**src/rtl/prince_pkg.sv**
```systemverilog
// Shared PRINCE S-box tables and share types for the masked S-box datapaths.
// Also provides the ANF helper used to build the threshold component functions.
package prince_pkg;

  typedef logic [3:0] nibble_t;

  typedef struct packed {
    nibble_t sh0;
    nibble_t sh1;
  } share2_t;

  localparam nibble_t PRINCE_SBOX [16] = '{
    4'hB, 4'hF, 4'h3, 4'h2, 4'hA, 4'hC, 4'h9, 4'h1,
    4'h6, 4'h7, 4'h8, 4'h0, 4'hE, 4'h5, 4'hD, 4'h4
  };

  localparam nibble_t PRINCE_SBOX_INV [16] = '{
    4'hB, 4'h7, 4'h3, 4'h2, 4'hF, 4'hD, 4'h8, 4'h9,
    4'hA, 4'h6, 4'h4, 4'h0, 4'h5, 4'hE, 4'hC, 4'h1
  };

  // Algebraic normal form coefficient of monomial `mono` in output bit `bit_idx`.
  function automatic logic anf_coef(input int unsigned bit_idx, input nibble_t mono);
    logic acc;
    acc = 1'b0;
    for (int unsigned x = 0; x < 16; x++) begin
      if ((nibble_t'(x) & ~mono) == '0) acc ^= PRINCE_SBOX[x[3:0]][bit_idx[1:0]];
    end
    return acc;
  endfunction

endpackage

```
**src/rtl/prince_sbox_fwd_masked_if.sv**
```systemverilog
// Streaming valid/ready bus for the two-share forward PRINCE S-box.
// The rnd signal exists only when PRINCE_SBOX_REMASK_EN is defined.
interface prince_sbox_fwd_masked_if;
  import prince_pkg::*;

  logic    in_valid;
  logic    in_ready;
  nibble_t in_sh0;
  nibble_t in_sh1;
`ifdef PRINCE_SBOX_REMASK_EN
  nibble_t rnd;
`endif
  logic    out_valid;
  logic    out_ready;
  nibble_t out_sh0;
  nibble_t out_sh1;

  modport master (
    output in_valid, in_sh0, in_sh1,
`ifdef PRINCE_SBOX_REMASK_EN
    output rnd,
`endif
    output out_ready,
    input  in_ready, out_valid, out_sh0, out_sh1
  );

  modport slave (
    input  in_valid, in_sh0, in_sh1,
`ifdef PRINCE_SBOX_REMASK_EN
    input  rnd,
`endif
    input  out_ready,
    output in_ready, out_valid, out_sh0, out_sh1
  );

endinterface

```
**src/rtl/prince_sbox_fwd_comp.sv**
```systemverilog
// Combinational non-complete component functions of the two-share forward PRINCE S-box.
// comp[{bit[1:0], share, q[1:0]}]: 8 per output bit, 4 per output share.
module prince_sbox_fwd_comp
  import prince_pkg::*;
(
  input  share2_t     x,
  output logic [31:0] comp
);

  // Components are indexed by even-parity share tuples (ia,ib,ic,id); any three
  // indices fix the fourth, so each cross term of a <=cubic monomial has one owner.
  // Unused variables take 0 except the lowest-order one, which restores parity.
  nibble_t     mono;
  nibble_t     sel;
  nibble_t     owner;
  logic        term;
  logic [1:0]  fill_pos;
  logic [4:0]  idx;

  always_comb begin
    comp     = '0;
    mono     = '0;
    sel      = '0;
    owner    = '0;
    term     = 1'b0;
    fill_pos = '0;
    idx      = '0;
    for (int unsigned i = 0; i < 4; i++) begin
      for (int unsigned u = 0; u < 15; u++) begin
        mono = nibble_t'(u);
        if (anf_coef(i, mono)) begin
          for (int unsigned s = 0; s < 16; s++) begin
            sel = nibble_t'(s);
            if ((sel & ~mono) == '0) begin
              term = 1'b1;
              for (int unsigned p = 0; p < 4; p++) begin
                if (mono[p[1:0]]) term &= sel[p[1:0]] ? x.sh1[p[1:0]] : x.sh0[p[1:0]];
              end
              fill_pos = '0;
              for (int unsigned p = 4; p > 0; p--) begin
                if (!mono[2'(p - 1)]) fill_pos = 2'(p - 1);
              end
              owner           = sel;
              owner[fill_pos] = ^sel;
              idx             = {i[1:0], owner[3:1]};
              comp[idx]       = comp[idx] ^ term;
            end
          end
        end
      end
    end
  end

endmodule

```
**src/rtl/prince_sbox_fwd_masked.sv**
```systemverilog
// Two-share first-order threshold forward PRINCE S-box, two-stage valid/ready pipeline.
// Optional output remasking with fresh randomness: define PRINCE_SBOX_REMASK_EN.
module prince_sbox_fwd_masked
  import prince_pkg::*;
#(
  parameter bit ZERO_ON_IDLE = 1'b1
) (
  input  logic                         clk,
  input  logic                         rst,
  prince_sbox_fwd_masked_if.slave      bus
);

  logic        en;
  share2_t     in_sh;
  logic [31:0] comp;
  logic [31:0] comp_q;
  logic        v1;
  logic        out_valid_q;
  nibble_t     c0;
  nibble_t     c1;
  nibble_t     nxt0;
  nibble_t     nxt1;
  nibble_t     sh0_q;
  nibble_t     sh1_q;

  assign en           = !out_valid_q || bus.out_ready;
  assign bus.in_ready = en;
  assign in_sh        = {bus.in_sh0, bus.in_sh1};

  prince_sbox_fwd_comp u_comp (
    .x    (in_sh),
    .comp (comp)
  );

  assign c0 = {^comp_q[27:24], ^comp_q[19:16], ^comp_q[11:8], ^comp_q[3:0]};
  assign c1 = {^comp_q[31:28], ^comp_q[23:20], ^comp_q[15:12], ^comp_q[7:4]};

`ifdef PRINCE_SBOX_REMASK_EN
  assign nxt0 = c0 ^ bus.rnd;
  assign nxt1 = c1 ^ bus.rnd;
`else
  assign nxt0 = c0;
  assign nxt1 = c1;
`endif

  always_ff @(posedge clk or posedge rst) begin
    if (rst) begin
      v1          <= 1'b0;
      comp_q      <= '0;
      out_valid_q <= 1'b0;
      sh0_q       <= '0;
      sh1_q       <= '0;
    end else if (en) begin
      v1          <= bus.in_valid;
      comp_q      <= (bus.in_valid || !ZERO_ON_IDLE) ? comp : '0;
      out_valid_q <= v1;
      sh0_q       <= (v1 || !ZERO_ON_IDLE) ? nxt0 : '0;
      sh1_q       <= (v1 || !ZERO_ON_IDLE) ? nxt1 : '0;
    end
  end

  assign bus.out_valid = out_valid_q;
  assign bus.out_sh0   = sh0_q;
  assign bus.out_sh1   = sh1_q;

endmodule

```
**src/flat_wrapper.sv**
```systemverilog
// flat-port wrapper written by rule: the top's interface ports become plain ports
module prince_sbox_fwd_masked_flat import prince_pkg::*;
#(
  parameter bit ZERO_ON_IDLE = 1'b1
)
  (clk, rst, bus_in_valid, bus_in_sh0, bus_in_sh1, bus_out_ready, bus_in_ready, bus_out_valid, bus_out_sh0, bus_out_sh1);
  prince_sbox_fwd_masked_if bus_i ();
  input  logic clk;
  input  logic rst;
  input wire logic [$bits(bus_i.in_valid)-1:0] bus_in_valid;
  input wire logic [$bits(bus_i.in_sh0)-1:0] bus_in_sh0;
  input wire logic [$bits(bus_i.in_sh1)-1:0] bus_in_sh1;
  input wire logic [$bits(bus_i.out_ready)-1:0] bus_out_ready;
  output wire logic [$bits(bus_i.in_ready)-1:0] bus_in_ready;
  output wire logic [$bits(bus_i.out_valid)-1:0] bus_out_valid;
  output wire logic [$bits(bus_i.out_sh0)-1:0] bus_out_sh0;
  output wire logic [$bits(bus_i.out_sh1)-1:0] bus_out_sh1;
  assign bus_i.in_valid = bus_in_valid;
  assign bus_i.in_sh0 = bus_in_sh0;
  assign bus_i.in_sh1 = bus_in_sh1;
  assign bus_i.out_ready = bus_out_ready;
  assign bus_in_ready = bus_i.in_ready;
  assign bus_out_valid = bus_i.out_valid;
  assign bus_out_sh0 = bus_i.out_sh0;
  assign bus_out_sh1 = bus_i.out_sh1;
  prince_sbox_fwd_masked #(.ZERO_ON_IDLE(ZERO_ON_IDLE)) u_core (.clk(clk), .rst(rst), .bus(bus_i));
endmodule
```
**config.mk**
```make
export PLATFORM = sky130hd
export DESIGN_NAME = prince_sbox_fwd_masked_flat
export DESIGN_NICKNAME = d
export VERILOG_FILES = /design/src/rtl/prince_pkg.sv /design/src/rtl/prince_sbox_fwd_masked_if.sv /design/src/rtl/prince_sbox_fwd_comp.sv /design/src/rtl/prince_sbox_fwd_masked.sv /design/src/flat_wrapper.sv
export SDC_FILE = /design/constraint.sdc
export NUM_CORES = 1
export LEC_CHECK = 0
export CELL_PAD_IN_SITES_DETAIL_PLACEMENT = 1
export CELL_PAD_IN_SITES_GLOBAL_PLACEMENT = 1
export CORE_UTILIZATION = 40
export DETAILED_ROUTE_END_ITERATION = 16
export GPL_TIMING_DRIVEN = 0
export PLACE_DENSITY_LB_ADDON = 0.08
export SYNTH_ARGS = -nofsm -noshare
export SYNTH_HDL_FRONTEND = slang
export SYNTH_HIERARCHICAL = 1
export SYNTH_SLANG_ARGS = --single-unit --ignore-timing --ignore-initial --compat-mode --unroll-limit 50000
```
**constraint.sdc**
```tcl
create_clock -name clk -period 1.55 [get_ports clk]
set_input_delay 0.3875 -clock clk [delete_from_list [all_inputs] [get_ports clk]]
set_output_delay 0.3875 -clock clk [all_outputs]
set_load 0.02 [all_outputs]
```
==> flow_metrics.py <==
metrics = {
    "route": {
        "antenna_left": 0,
        "route.vias.total": 2013,
        "drt-wirelength-per-cell_um": 15.3,
        "drt_first_pass_iters": 4,
        "wirelength_mm": 6.13,
        "drc_errors": 0,
        "drt-initial-drc-count": 37,
        "vias_per_cell": 5.03,
    },
    "power": {
        "ir_drop_v": 0.000421,
        "p_comb_share_pct": 26.7,
        "p_leak_nw": 1.44,
        "internal_power_mw": 2.03,
        "power_density_nw_per_um2": 1000,
        "power.share.sequential_pct": 43.6,
        "switching_share_pct": 31.0,
        "clkPwrFrac_pct": 29.6,
        "switching_power_mw": 0.913,
    },
    "synthesis": {
        "synth_top_family_by_area": "simple AND/OR/NAND/NOR gates",
        "ys_seq_area_share_pct": 41.7,
        "yosys_most_used_dff": "dfrtp_1",
        "syn-num-nets": 309,
        "synth.avg_cell_area_sq_um": 8.48,
        "synth_compound_area_share_pct": 10.6,
        "yosys_warnings": 6,
        "synth.mux.area_fraction_pct": 0,
        "async_reset_ff_share_pct": 100,
        "synth-simple-area-share_pct": 28.0,
        "synth_cells": 297,
        "synth_fa_ha_area_share_pct": 0,
        "synth_area_leader_cell": "dfrtp_1",
        "synthTopCellsByArea": "dfrtp_1 42%, nand2_1 14%, xnor2_1 9.0%",
        "synth_seq_cells": 42,
        "ys_types": 38,
        "netlist.area_leader.share_pct": 41.7,
        "synth-edff-count": 0,
        "synthesis.area_sq_um": 2520,
        "synth_xor_area_share_pct": 10.4,
    },
    "layout": {
        "multi_input_area_sq_um": 1250,
        "drive_gt1_share_pct": 16.0,
        "areaGrowthSynthToFinish_pct": 16.7,
        "seqCellArea_sq_um": 1050,
        "layout.nets": 336,
        "fin_cells": 400,
        "fillerInstances": 755,
        "antenna_cells": 0,
    },
    "global_route": {
        "grt_overflow": 0,
        "grt_usage_pct": 20.4,
        "grt_pass1_vias": 1974,
        "grt_pass1_wl_mm": 10.0,
        "antenna_found_initial": 0,
        "grt_max_degree": 35,
    },
    "worst_setup_path": {
        "crit_required_ns": 1.16,
        "cp-endpoint": "bus_in_ready",
        "reg2reg_slack_ns": 0.19,
        "worstSetupEndpointType": "output port",
        "crit_fanout": 2,
        "reg2reg_to": "u_core/comp_q[26]",
        "reg2reg_from": "u_core/bus.out_valid",
        "cp.arrival_ns": 1.11,
        "startpoint": "u_core/bus.out_valid",
        "r2r_cells": 7,
        "critical_path_class": "register to output port",
        "start_kind": "register",
    },
    "floorplanning": {
        "die_area_sq_um": 6620,
        "die_width_um": 81.4,
        "initial_utilization_pct": 42.0,
        "num_rows": 28,
        "die_y_um": 81.4,
        "ios": 22,
        "core-area_sq_um": 5990,
    },
    "timing": {
        "max_slew_margin_pct": 79.4,
        "period_share_pct": 96.5,
        "drv_slew": 0,
        "hold_violations": 0,
        "final-setup-viol-count": 0,
        "max_clock_freq_ghz": 0.669,
        "tightest_slew_ns": 0.309,
        "final.min_clock_period_ns": 1.50,
        "whs_ns": 0.333,
        "rsz0062_at_grt": "true",
        "tns_ns": 0,
        "fin_skew_ns": 0.0126,
    },
    "clock_network": {
        "numCtsBuffers": 5,
        "clock_latency_ns": 0.30,
        "ctsLongestPathBuffers": 2,
        "clkSinkCount": 42,
        "path_clk_slew_ns": 0.09,
        "ctsHoldBuffers": 0,
        "htree_levels": 2,
        "cts_tree": "yes",
        "cts_root_buffer": "clkbuf_8",
    },
    "place": {
        "hpwl_mm": 4.56,
        "dp_cells": 390,
        "place_congestion": 0.873,
        "io_buffer_count": 17,
    },
    "hold_path": {
        "hold_class": "input pin to async pin",
    },
    "run": {
        "cap_violations": 0,
    },
    "run_status": {
        "status": "finished clean",
    },
}
## registers in the layout, indices dropped and copies added (netlist names)
name,flops
u_core/comp_q,32
u_core/bus.out_sh0,4
u_core/bus.out_sh1,4
u_core/bus.out_valid,1
u_core/v1,1
## synthesized netlist by cell type, drive strengths merged, types with 2 or more instances
| library cell | number |
|---|---|
| nor2 | 8 |
| dfrtp | 42 |
| clkbuf | 2 |
| a31oi | 3 |
| nand3 | 34 |
| o22ai | 2 |
| nand2b | 3 |
| o21ai | 18 |
| xor2 | 4 |
| o21a | 3 |
| a21boi | 2 |
| nand2 | 92 |
| inv | 6 |
| buf | 23 |
| nor2b | 3 |
| a21oi | 11 |
| and3 | 5 |
| xnor2 | 26 |
## through the flow
| step | power, mW | area (sq um) | util, % | worst slack (ns) |
|---|---|---|---|---|
| 5_1_grt | 3.11 | 2940 | 49.1 | -0.0207 |
| 6_report | 2.94 | 2940 | 49.1 | 0.0546 |
| 3_3_place_gp | 2.10 | 2780 | 46.4 | -0.765 |
| 4_1_cts | 2.97 | 2920 | 48.7 | -0.120 |
| 2_1_floorplan | 1.86 | 2520 | - | 0.188 |
| 3_5_place_dp | 2.13 | 2800 | 46.8 | -0.743 |
## layout by cell type, fill, tap and decap left out, types with 4 or more instances in the layout
cell type        instances
inv_1                    4
dfrtp_1                 42
xnor2_1                 26
clkbuf_8                 5
xor2_1                   4
nand2_1                 91
buf_4                   14
buf_6                    4
and3_1                   5
buf_2                    7
o21ai_1                 11
nand3_1                 26
a21oi_1                 10
o21ai_0                  7
nor2_1                   8
clkdlybuf4s50_1          5
nand3_2                  8
dlygate4sd2_1            9
## worst max-delay path: stages (launching register included)
cell and delay [ns]:
dfrtp_1 0.36, nor2b_4 0.15, buf_8 0.14, clkinv_16 0.05, buf_8 0.12
## worst min path at each step
stage	slack (ns)	to
global route	0.36	u_core/bus.out_sh0[1]
global placement	0.46	u_core/bus.out_sh1[3]
floorplan	0.46	u_core/comp_q[11]
CTS	0.34	u_core/bus.out_sh0[1]
detailed placement	0.48	u_core/comp_q[0]
finish	0.33	u_core/bus.out_sh0[1]
## power groups by stage
| stage | Clock [mW] | Sequential [mW] | Combinational, mW |
|---|---|---|---|
| final | 0.872 | 1.28 | 0.787 |
| after global routing | 0.939 | 1.30 | 0.873 |
| after CTS | 0.890 | 1.29 | 0.794 |
| after detailed placement | 0 | 1.31 | 0.816 |
| after global placement | 0 | 1.30 | 0.795 |
| after floorplan | 0 | 1.36 | 0.499 |
## layout make-up
type | instances | area share [%]
clock buffer | 6 | 2.47
inverter | 6 | 1.66
multi-input combinational | 224 | 42.4
tap | 75 | 3.19
clock inverter | 2 | 1.28
buffer | 24 | 6.17
sequential | 42 | 35.8
timing repair buffer | 21 | 7.02
## cell families (layout without fill, tap and decap cells)
logic type	count (synthesis)	count (layout)
xor gates and xnor gates	30	30
AOI/OAI and AO/OA	44	44
DFF	42	42
buffers and inverters	31	59
and+or+nand+nor	150	150
## per-layer routing
| metal | vias up | routed length (um) | GRT usage [%] |
|---|---|---|---|
| li1 | 1018 | - | - |
| met4 | 0 | 58 | 4.82 |
| met2 | 24 | 2850 | 30.8 |
| met3 | 5 | 135 | 3.71 |
| met1 | 966 | 3080 | 29.7 |
| met5 | - | 0 | 0 |
## repair_timing
item	CTS	global route
endpoints found under the setup margin	10	7
buffers inserted	1	2
gates resized for setup	18	6
pin swaps	0	2
(Power assumes the default switching activity.)
==> variant (same settings) <==
`ZERO_ON_IDLE` is set to 1'b1 in 2 places; all go to 1'b0.
--- a/src/rtl/prince_sbox_fwd_masked.sv
+++ b/src/rtl/prince_sbox_fwd_masked.sv
@@ -5,3 +5,3 @@
 #(
-  parameter bit ZERO_ON_IDLE = 1'b1
+  parameter bit ZERO_ON_IDLE = 1'b0
 ) (
--- a/src/flat_wrapper.sv
+++ b/src/flat_wrapper.sv
@@ -3,3 +3,3 @@
 #(
-  parameter bit ZERO_ON_IDLE = 1'b1
+  parameter bit ZERO_ON_IDLE = 1'b0
 )
Function: changed (Yosys sat finds a counterexample within 4 cycles, from zero or initial values and one cycle with rst high).
==> variant against the unedited design <==
  * Count of clock-buffer cells in the layout did not move
  * Synthesized cell count down 25%
  * Register-to-register slack improved by 0.07 ns
  * Final area down 1.7%
  * Setup slack better by 0.012 ns
  * First-iteration DRC count grew 130%
  * Area after synthesis is 1.2% lower
  * Sequential cell count unchanged
  * Sequential share of layout area increased by 0.64 points
  * Sequential power is 11% higher
  * Total power up 15%
  * Routed wire length down 7.3%
  * Critical path type is now input pin to flip-flop
  * Critical endpoint is now u_core/comp_q[25]
  * Highest routed layer unchanged
==> variant: results (changes against the unedited design) <==
status=complete, no violations; Psw=1.04 mW (+14%); Synth area leaders=dfrtp_1, mux2_4, xnor2_1; P_seq=1.42 mW (+11%); RR Endpoint=u_core/comp_q[29]; gr usage total=0.192 (-0.0118); Post-synth top cells=dfrtp_1, mux2_4, xnor2_1; layout cell share with drive strength beyond 1=0.257 (+0.0970); worst hold margin=0.338 ns (+0.00541 ns); Setup Fix Bufs, Post-CTS=0 (-1); CP max FO=10 (+8); H-tree lvl count=2 (unchanged); Critical path origin=bus_in_sh1[1]; Clk. pwr=867 uW (-0.6%); dpl cells=317 (-19%); Final period util=0.957 (-0.00743); sequential share of the synthesized area=0.423 (+0.00525); Port Buffer Count=18 (+1); Max stage delay cell, worst path=clkdlybuf4s50_1; reg-to-reg slack, setup=0.26 ns (+0.07 ns); Vias/cell=5.12 (+1.7%); WL/cell=17.5 um (+14%); critical path arrival=1.72 ns (+0.61 ns); # diodes=0 (unchanged); Resize count post-CTS=23 (+5); FFs w/ async S/R, synth=1.00 (unchanged); clock skew=0.00297 ns (-0.00962 ns); placer's final routability congestion estimate=0.809 (-7.3%); max reg flops=32 (unchanged); vias in the first global route=1641 (-17%); DP HPWL=4150 um (-9.0%); largest net degree at the start of global routing=34 (-2.9%); top cell family by delay on the critical path=buffers and inverters; Worst R2R Path Depth=4 (-3); Synth Instances=223 (-25%); Num CTS Buffers=5 (unchanged); Pre-antenna DRT Iters=4 (unchanged); Hold WC Path Type=input pin to asynchronous set/reset pin; Synth Net Count=235 (-24%); Synth cell types=34 (-11%); crit path to=u_core/comp_q[25]; Slew HR=0.780 (-0.0141); pre-CTS WS=-0.837 ns (-0.0940 ns); Most flops, register=u_core/comp_q; initial DRC count=84 (+130%); Combinational Power=1.08 mW (+37%); max incr delay on CP=0.54 ns (+0.18 ns); Placed Area=2780 um^2 (-0.76%); first-pass GRT wire length=9090 um (-9.3%); Peak VDD IR=0.482 mV (+15%); Vias=1658 (-18%); R2R Path Start=u_core/bus.out_valid; Layout Nets=260 (-23%); leakage power=1.34 nW (-6.5%)
-- variant: changes by cell type in the layout (fill, tap and decap cells not counted), sizes merged, moves of 2 or more --
cell	before	now
clkbuf	8	6
dlygate4sd2	9	13
mux2	0	33
nor2	8	16
o21ai	18	10
nand3	34	2
buf	28	20
a21oi	11	19
nand2	92	16
-- variant: cells by family after synthesis --
kind of cell,share of synthesized area
AOI/OAI and AO/OA,0.107
xor gates and xnor gates,0.106
buffers and inverters,0.0694
DFF,0.423
muxes,0.198
and+or+nand+nor,0.0976
-- variant: final cells by class --
type                            instances  area (um^2)
Tap cell                               75         93.8
Multi-Input combinational cell        157         1260
Buffer                                 18          161
Timing Repair Buffer                   19          189
Clock buffer                            6         72.6
Sequential cell                        42         1050
Inverter                                5         18.8
Clock inverter                          2         37.5
Fill cell                             669         3070
-- variant: per-layer routing --
metal,part of all wire,track usage,vias to the layer above
met5,0,0,-
met4,0.0041,0.0482,0
met3,0.027,0.0382,2
met2,0.45,0.286,24
met1,0.51,0.282,823
li1,-,-,809
